$ cat config.mk
export PLATFORM = sky130hd
export DESIGN_NAME = switch_reader
export DESIGN_NICKNAME = d
export VERILOG_FILES = /design/src/rtl/switch_reader_pkg.sv /design/src/rtl/switch_reader_debounce_bit.sv /design/src/rtl/switch_reader.sv
export SDC_FILE = /design/constraint.sdc
export NUM_CORES = 1
export LEC_CHECK = 0
export CAP_MARGIN = 20
export CORE_MARGIN = 2
export CORE_UTILIZATION = 38
export DETAILED_ROUTE_END_ITERATION = 8
export GPL_ROUTABILITY_DRIVEN = 0
export SLEW_MARGIN = 20
export SYNTH_ARGS = -nofsm -noshare
export SYNTH_HDL_FRONTEND = slang
export SYNTH_SLANG_ARGS = --single-unit
$ cat constraint.sdc
create_clock -name i_clock -period 2.5 [get_ports i_clock]
set_clock_uncertainty 0.1 [all_clocks]
set_input_delay 0.25 -clock i_clock [delete_from_list [all_inputs] [get_ports i_clock]]
set_output_delay 0.25 -clock i_clock [all_outputs]
set_load 0.1 [all_outputs]
$ cat src/rtl/switch_reader_pkg.sv
// Shared field layout for the switch_reader read word.
// Latency: n/a (constants and a pure packing function).
// Backpressure: n/a.
package switch_reader_pkg;

   localparam int SW_LSB    = 0;
   localparam int SW_W      = 10;
   localparam int KEY_LSB   = 10;
   localparam int KEY_W     = 4;
   localparam int PRESS_LSB = 14;
   localparam int PRESS_W   = 4;
   localparam int RDATA_W   = 32;

   // Assemble the read word; bits above the press field are always zero.
   function automatic logic [RDATA_W-1:0] pack_rdata(
      input logic [SW_W-1:0]    sw,
      input logic [KEY_W-1:0]   key_pressed,
      input logic [PRESS_W-1:0] press
   );
      logic [RDATA_W-1:0] d;
      d = '0;
      d[SW_LSB +: SW_W]       = sw;
      d[KEY_LSB +: KEY_W]     = key_pressed;
      d[PRESS_LSB +: PRESS_W] = press;
      return d;
   endfunction

endpackage

$ cat src/rtl/switch_reader_debounce_bit.sv
// Two-flop synchronizer followed by a hold-time debouncer for one input bit.
// Latency: 2 sync cycles plus DEBOUNCE_CYCLES cycles before a new level is accepted.
// Backpressure: none; free-running on every clock.
module debounce_bit
   import switch_reader_pkg::*;
#(
   parameter int   DEBOUNCE_CYCLES = 50000,
   parameter logic RESET_LEVEL     = 1'b0
) (
   input  logic clock,
   input  logic reset_n,
   input  logic din,
   output logic level
);

   localparam int            CW   = (DEBOUNCE_CYCLES > 1) ? $clog2(DEBOUNCE_CYCLES) : 1;
   localparam logic [CW-1:0] LAST = CW'(DEBOUNCE_CYCLES - 1);

   logic          meta;
   logic          sync;
   logic [CW-1:0] count;

   // Bring the asynchronous input into the clock domain.
   always_ff @(posedge clock or negedge reset_n) begin
      if (!reset_n) begin
         meta <= RESET_LEVEL;
         sync <= RESET_LEVEL;
      end else begin
         meta <= din;
         sync <= meta;
      end
   end

   // Accept a new level only after it has differed for DEBOUNCE_CYCLES cycles;
   // the counter stops at LAST so it can never wrap.
   always_ff @(posedge clock or negedge reset_n) begin
      if (!reset_n) begin
         level <= RESET_LEVEL;
         count <= '0;
      end else if (sync == level) begin
         count <= '0;
      end else if (count == LAST) begin
         level <= sync;
         count <= '0;
      end else begin
         count <= count + CW'(1);
      end
   end

endmodule

$ cat src/rtl/switch_reader.sv
// Debounced slide-switch / push-button reader with read-to-clear press flags.
// Latency: o_ready and o_rdata valid one cycle after the i_request rising edge.
// Backpressure: initiator holds i_request until it sees o_ready; a held request is one read.
module switch_reader
   import switch_reader_pkg::*;
#(
   parameter int DEBOUNCE_CYCLES = 50000
) (
   input  logic                 i_clock,
   input  logic                 i_reset_n,
   input  logic                 i_request,
   output logic [RDATA_W-1:0]   o_rdata,
   output logic                 o_ready,
   input  logic [SW_W-1:0]      SW,
   input  logic [KEY_W-1:0]     KEY
);

   logic [SW_W-1:0]    sw_level;
   logic [KEY_W-1:0]   key_level;
   logic [KEY_W-1:0]   key_prev;
   logic [KEY_W-1:0]   key_fall;
   logic [PRESS_W-1:0] press;
   logic               request_prev;
   logic               read_edge;

   for (genvar i = 0; i < SW_W; i++) begin : g_sw
      debounce_bit #(
         .DEBOUNCE_CYCLES (DEBOUNCE_CYCLES),
         .RESET_LEVEL     (1'b0)
      ) u_db (
         .clock   (i_clock),
         .reset_n (i_reset_n),
         .din     (SW[i]),
         .level   (sw_level[i])
      );
   end

   // Buttons idle high, so their debouncers reset to the released level.
   for (genvar i = 0; i < KEY_W; i++) begin : g_key
      debounce_bit #(
         .DEBOUNCE_CYCLES (DEBOUNCE_CYCLES),
         .RESET_LEVEL     (1'b1)
      ) u_db (
         .clock   (i_clock),
         .reset_n (i_reset_n),
         .din     (KEY[i]),
         .level   (key_level[i])
      );
   end

   assign read_edge = i_request & ~request_prev;
   // A press is a debounced 1->0 transition; key_prev resets high so reset never looks like a press.
   assign key_fall  = key_prev & ~key_level;

   // Request edge tracking and one-cycle acknowledge.
   always_ff @(posedge i_clock or negedge i_reset_n) begin
      if (!i_reset_n) begin
         request_prev <= 1'b0;
         o_ready      <= 1'b0;
      end else begin
         request_prev <= i_request;
         o_ready      <= i_request;
      end
   end

   // Press flags: a read clears them, but a press arriving on the same edge still wins.
   always_ff @(posedge i_clock or negedge i_reset_n) begin
      if (!i_reset_n) begin
         key_prev <= '1;
         press    <= '0;
      end else begin
         key_prev <= key_level;
         press    <= (read_edge ? '0 : press) | key_fall;
      end
   end

   // Capture the read word on the request edge and hold it until the next read.
   always_ff @(posedge i_clock or negedge i_reset_n) begin
      if (!i_reset_n) begin
         o_rdata <= '0;
      end else if (read_edge) begin
         o_rdata <= pack_rdata(sw_level, ~key_level, press);
      end
   end

endmodule

==> flow_summary.toml, run 1 <==
[route]
drt_iter0_drc = 398
via_count = 8834
ant_nets = 0
first_pass_iters = 4
viasPerCell = 4.862
drt-wirelength-per-cell_um = 12.97
routed_wl_um = 23570
drc = 0

[global_route]
grt_pass1_vias = 8949
grt_overflow = 0
track_usage_pct = 13.54
grt_pass1_wl_um = 41860
grt_antenna_before_repair = 0
grt_max_degree = 74

[timing]
slew-limit-headroom_pct = 64.72
setup-tns-final_ns = 0
fin_crit_sh_pct = 80.08
setup_viol = 0
rsz0062_at_grt = "no"
fmaxAchievable_ghz = 0.4995
slew_violations = 0
hold_violations = 0
tightest_slew_ns = 0.5280
fin_crit_ns = 2.002

[worst_setup_path]
cp-start-kind = "register"
critPathTopFamily = "simple AND/OR/NAND/NOR gates"
cpPeakStageDelay_ns = 0.57
path_cells = "or4_1 -> or4_4 -> mux2_4"
critical_path.max_fanout = 6
cp_data_required_time_ns = 2.82
critPathBufInv = 0
path_class = "register to register"
arrival_ns = 2.32
cp_slowest_cell = "or4_4"
worstSetupEndpointType = "register"

[logic_synthesis]
synth.cell_area_sq_um = 13300
synth-compound-area-share_pct = 1.712
ys_seq_area_share_pct = 55.28
yosys_warnings = 0
synth_top_family_by_area = "simple AND/OR/NAND/NOR gates"
synth_mux_area_share_pct = 2.399
synth-seq-cells = 293
synth_edf_count = 0
yosysTopAreaCellShare_pct = 52.12
postSynthAreaPerCell_sq_um = 10.54
synthTopCellsByArea = "dfrtp_1 52%, xnor2_1 11%, nor2_1 7.2%, dfstp_2 3.2%, nor4_1 3.1%"
synthMostInstantiatedCell = "dfrtp_1"
ys_top_cells_by_count = "277 x dfrtp_1, 256 x nor2_1, 164 x xnor2_1, 80 x nand3_1, 65 x nor4_1"
synth_cells = 1262
synth-simple-area-share_pct = 22.88
yosysTopAreaCell = "dfrtp_1"
synth_ff_type = "dfrtp_1"
ys_async_sr_fraction_pct = 100.0
ys_types = 38
synth-xor-area-share_pct = 13.63
synth-adder-area-share_pct = 1.317

[pwr]
switching_share_pct = 22.75
vdd_drop_max_v = 0.0004328
leakage_nw = 6.275
combPwrFrac_pct = 4.9
clkPwrFrac_pct = 47.2
p_per_area_nw_per_um2 = 668.2
total_power_mw = 10.26
power.internal_mw = 7.926
p_switching_mw = 2.334
pwr-share-seq_pct = 47.8

[clock_tree]
cts_inserted_buffers = 34
clockBufferDepth = 3
post_cts_resized = 0
cts.sinks = 293
ctsHoldBuffers = 1
cts_tree = "built"
clkTransAtPathRegs_ns = 0.06
post_cts_buffers = 0
cts_max_level = 2
clock_latency_ns = 0.51
cts_root_buf = "clkbuf_16"

[finish]
drive_above_1_share_pct = 11.16
syn_to_final_growth_pct = 15.45
fin_util_pct = 44.45
nets = 1369
final_cell_area_sq_um = 15350
num_antenna_cells = 0

[floorplanning]
die-height_um = 191.1
die_area_sq_um = 36510
die_width_um = 191.1
start_util_pct = 38.50
rows = 68
core_area_sq_um = 34540
io-pin-count = 50

[placement]
postPlaceCellArea_sq_um = 14240
place.detailed.hpwl_um = 15530
io_buffer_count = 35

[flow_run]
max_cap_violations = 0

[outcome]
status = "finished clean"

[hold_path]
hold_class = "primary input to register"
-- worst register-to-register path: cells and delay by family (launching register included) --
kind / cells / cell delay [ns]
mux: 1 / 0.31
simple gates: 2 / 1.10
flops: 1 / 0.43
-- per-layer routing --
layer | up-vias | share of wire [%] | GRT usage (%) | wire length, um
li1 | 4435 | - | - | -
met1 | 4277 | 49 | 18.77 | 11570
met2 | 88 | 46 | 21.79 | 10810
met3 | 34 | 3.3 | 2.515 | 770
met4 | 0 | 1.8 | 3.669 | 430
met5 | - | 0 | 0 | 0
-- state kept, by name, summed over array words and instances (netlist names) --
| register | count |
|---|---|
| g_sw.u_db.level | 10 |
| g_key.u_db.count | 64 |
| request_prev | 1 |
| g_sw.u_db.meta | 10 |
| key_prev | 4 |
| g_key.u_db.sync | 4 |
| g_key.u_db.meta | 4 |
| g_sw.u_db.count | 160 |
| g_key.u_db.level | 4 |
| g_sw.u_db.sync | 10 |
| o_rdata | 18 |
| press | 4 |
-- layout make-up --
cell class / instances / area (sq um)
Fill cell: 3247 / 19190
Tap cell: 455 / 569.3
Clock buffer: 49 / 988.4
Sequential cell: 293 / 7352
Timing Repair Buffer: 58 / 520.5
Multi-Input combinational cell: 903 / 5633
Clock inverter: 11 / 111.4
Inverter: 48 / 180.2
-- cells by family after synthesis --
logic type | count (synthesis)
other | 1
xor gates and xnor gates | 207
and+or+nand+nor | 620
buffers and inverters | 79
adders and majority gates | 14
muxes | 28
DFF | 293
AOI/OAI and AO/OA | 20
-- power by group through the flow --
stage	logic (mW)	registers [mW]	clock network, mW
2_1_floorplan	0.268	5.04	0
3_3_place_gp	0.512	4.99	0
3_5_place_dp	0.519	4.99	0
4_1_cts	0.523	4.91	5.02
5_1_grt	0.568	4.92	5.22
6_report	0.507	4.91	4.84
-- placed cells by master (no fill, tap or decap), drive strengths merged, types with 11 or more instances in the layout --
master	instances
nor2	256
conb	14
nor4b	11
xor2	43
nor3	46
dfrtp	277
nand2	61
nor4	65
ha	14
nand3	80
inv	49
mux2	28
xnor2	164
and3	16
buf	42
dfstp	16
nand4	53
clkdlybuf4s50	15
clkbuf	49
-- path summary, 6_finish.rpt --
path                                         startpoint  slack [ns]  cells past startpoint                    end
worst max-delay path            g_key[3].u_db.count[10]        0.50                      3    g_key[3].u_db.level
worst max register to register  g_key[3].u_db.count[10]        0.50                      3    g_key[3].u_db.level
min in group asynchronous                     i_reset_n        0.13                      2     g_sw[4].u_db.level
worst min-delay path                             KEY[1]        0.05                      1     g_key[1].u_db.meta
worst min register to register        g_sw[9].u_db.meta        0.25                      0      g_sw[9].u_db.sync
max in group asynchronous                     i_reset_n        1.43                      3  g_sw[3].u_db.count[1]
-- metrics by stage --
stage               hold WS, ns  cells  setup WS [ns]
floorplan               -0.1456   1275         0.2107
global placement        0.06219   1756         0.5228
detailed placement      0.06503   1756         0.4949
CTS                     0.02054   1817         0.4998
global route            0.04833   1817         0.4048
finish                  0.05073   1817         0.4980
Power figures use the tool's default switching activity.
==> inputs of run 2 (changes only) <==
Clock period 2.5 ns to 2 ns, I/O delays scaled along.
==> run 2 against run 1 <==
Effect of this change: non-clock buffer count grew 18; critical path depth is the same; clock power grew 35%; final cell count grew 0.99%; wire length shrank 0.60%; critical path type unchanged; largest cell class unchanged.
==> flow_summary.toml, run 2 (same netlist as run 1, synthesis figures left out) <==
[route]
via_count = 8955
drt_iter0_drc = 475
routed_wl_um = 23430
viasPerCell = 4.880
first_pass_iters = 4
drt-wirelength-per-cell_um = 12.77
ant_nets = 0
drc = 0

[clock_tree]
clockBufferDepth = 3
cts_root_buf = "clkbuf_16"
cts_inserted_buffers = 34
cts_max_level = 2
clkTransAtPathRegs_ns = 0.06
cts.sinks = 293
clock_latency_ns = 0.50
cts_tree = "built"
post_cts_buffers = 0

[finish]
drive_above_1_share_pct = 12.61
nets = 1387
num_antenna_cells = 0
final_common_cell = "dfrtp_1"
multi_input_area_sq_um = 5662
largest-register = "g_sw.u_db.count"
fillers = 3295
seq_area_sq_um = 7356
reg_top3 = "g_sw.u_db.count: 160 flops, g_key.u_db.count: 64 flops, o_rdata: 18 flops"
most-common-layout-cells = "276 x dfrtp_1, 256 x nor2_1, 164 x xnor2_1, 79 x nand3_1, 63 x nor4_1"
syn_to_final_growth_pct = 17.74
fin_util_pct = 45.33
largest_reg_flops = 160

[worst_setup_path]
r2r-end = "g_key[3].u_db.level"
worst-r2r-setup-slack_ns = 0.06
cp_slowest_cell = "or4_4"
critPathTopFamily = "simple AND/OR/NAND/NOR gates"
worstSetupEndpointType = "register"
reg2reg_depth = 3
path_class = "register to register"
critPathBufInv = 0
critical_path.max_fanout = 3
cpPeakStageDelay_ns = 0.56
path_cells = "or4_1 -> or4_4 -> mux2_4"
cp-start-kind = "register"
arrival_ns = 2.26
rr_startpoint = "g_key[3].u_db.count[11]"
cp_data_required_time_ns = 2.32

[outcome]
status = "finished clean"

[floorplanning]
core_area_sq_um = 34540
die-height_um = 191.1
die_width_um = 191.1
start_util_pct = 38.50
rows = 68
die_area_sq_um = 36510
io-pin-count = 50

[global_route]
grt_pass1_vias = 9080
track_usage_pct = 13.63
grt_overflow = 0
grt_antenna_before_repair = 0
grt_max_degree = 61
grt_pass1_wl_um = 42250

[timing]
hold_violations = 0
setup_viol = 0
rsz0062_at_grt = "no"
slew_violations = 0
setup-tns-final_ns = 0
fin_crit_ns = 1.940
fmaxAchievable_ghz = 0.5154
worst_slack_ns = 0.05990
fin_crit_sh_pct = 97.01

[hold_path]
min_to = "g_key[1].u_db.meta"
hold_class = "primary input to register"
hold_path_depth = 1
worstHoldStart = "KEY[1]"

[pwr]
p_per_area_nw_per_um2 = 851.6
leakage_nw = 6.434
vdd_drop_max_v = 0.0007787

[flow_run]
max_cap_violations = 0

[placement]
place.detailed.hpwl_um = 15550
dpl_worst_slack_ns = 0.06132
io_buffer_count = 35
==> run 2: cell types whose count changed in the layout (fill, tap and decap cells not counted), sizes merged <==
cell | before | now
clkinv | 7 | 4
dlygate4sd3 | 1 | 4
buf | 42 | 57
bufinv | 2 | 5
==> run 2: worst max-delay path by stage <==
stage | end | cells past startpoint | start
finish | g_key[3].u_db.level | 3 | g_key[3].u_db.count[11]
global route | g_sw[4].u_db.level | 4 | g_sw[4].u_db.count[4]
CTS | g_key[3].u_db.level | 3 | g_key[3].u_db.count[11]
detailed placement | g_key[3].u_db.level | 3 | g_key[3].u_db.count[11]
global placement | g_key[3].u_db.level | 3 | g_key[3].u_db.count[11]
floorplan | g_key[3].u_db.level | 3 | g_key[3].u_db.count[11]
==> run 2: metal layers <==
layer | track usage (%) | vias to the layer above | wire [um]
li1 | - | 4470 | -
met1 | 18.37 | 4348 | 11410
met2 | 22.38 | 98 | 10810
met3 | 2.607 | 39 | 758
met4 | 3.935 | 0 | 456
met5 | 0 | - | 0
==> run 2: worst register-to-register path, stage by stage (launching register included) <==
cell and delay [ns]:
dfrtp_1 0.37, or4_1 0.52, or4_4 0.56, mux2_4 0.31
==> run 2: timing repair <==
action                     CTS  global route
hold buffers                 4             0
setup endpoints to repair    0            11
hold endpoints to repair   230             0
resized for setup            0             4
==> run 2: metrics by stage <==
step,hold WS (ns),area (sq um),std cells,power (mW)
after floorplan,-0.1956,13350,1275,6.634
after global placement,0.07332,14390,1771,6.894
after detailed placement,0.08381,14390,1771,6.907
after CTS,0.005477,15630,1835,13.58
after global routing,0.006825,15660,1835,13.92
final,0.02026,15660,1835,13.34
==> run 2: report_power, final <==
| part | total (mW) | internal (mW) | switching [mW] |
|---|---|---|---|
| sequential | 6.14 | 6.05 | 0.0916 |
| combinational | 0.655 | 0.189 | 0.466 |
| clock | 6.54 | 4.18 | 2.36 |
| total | 13.3 | 10.4 | 2.92 |
==> run 2: final cells by class <==
cell class | instances | share of cell area (%)
timing repair buffer | 76 | 4.394
inverter | 48 | 1.151
clock buffer | 49 | 6.504
multi-input combinational | 903 | 36.15
clock inverter | 11 | 1.190
sequential | 293 | 46.97
tap | 455 | 3.635
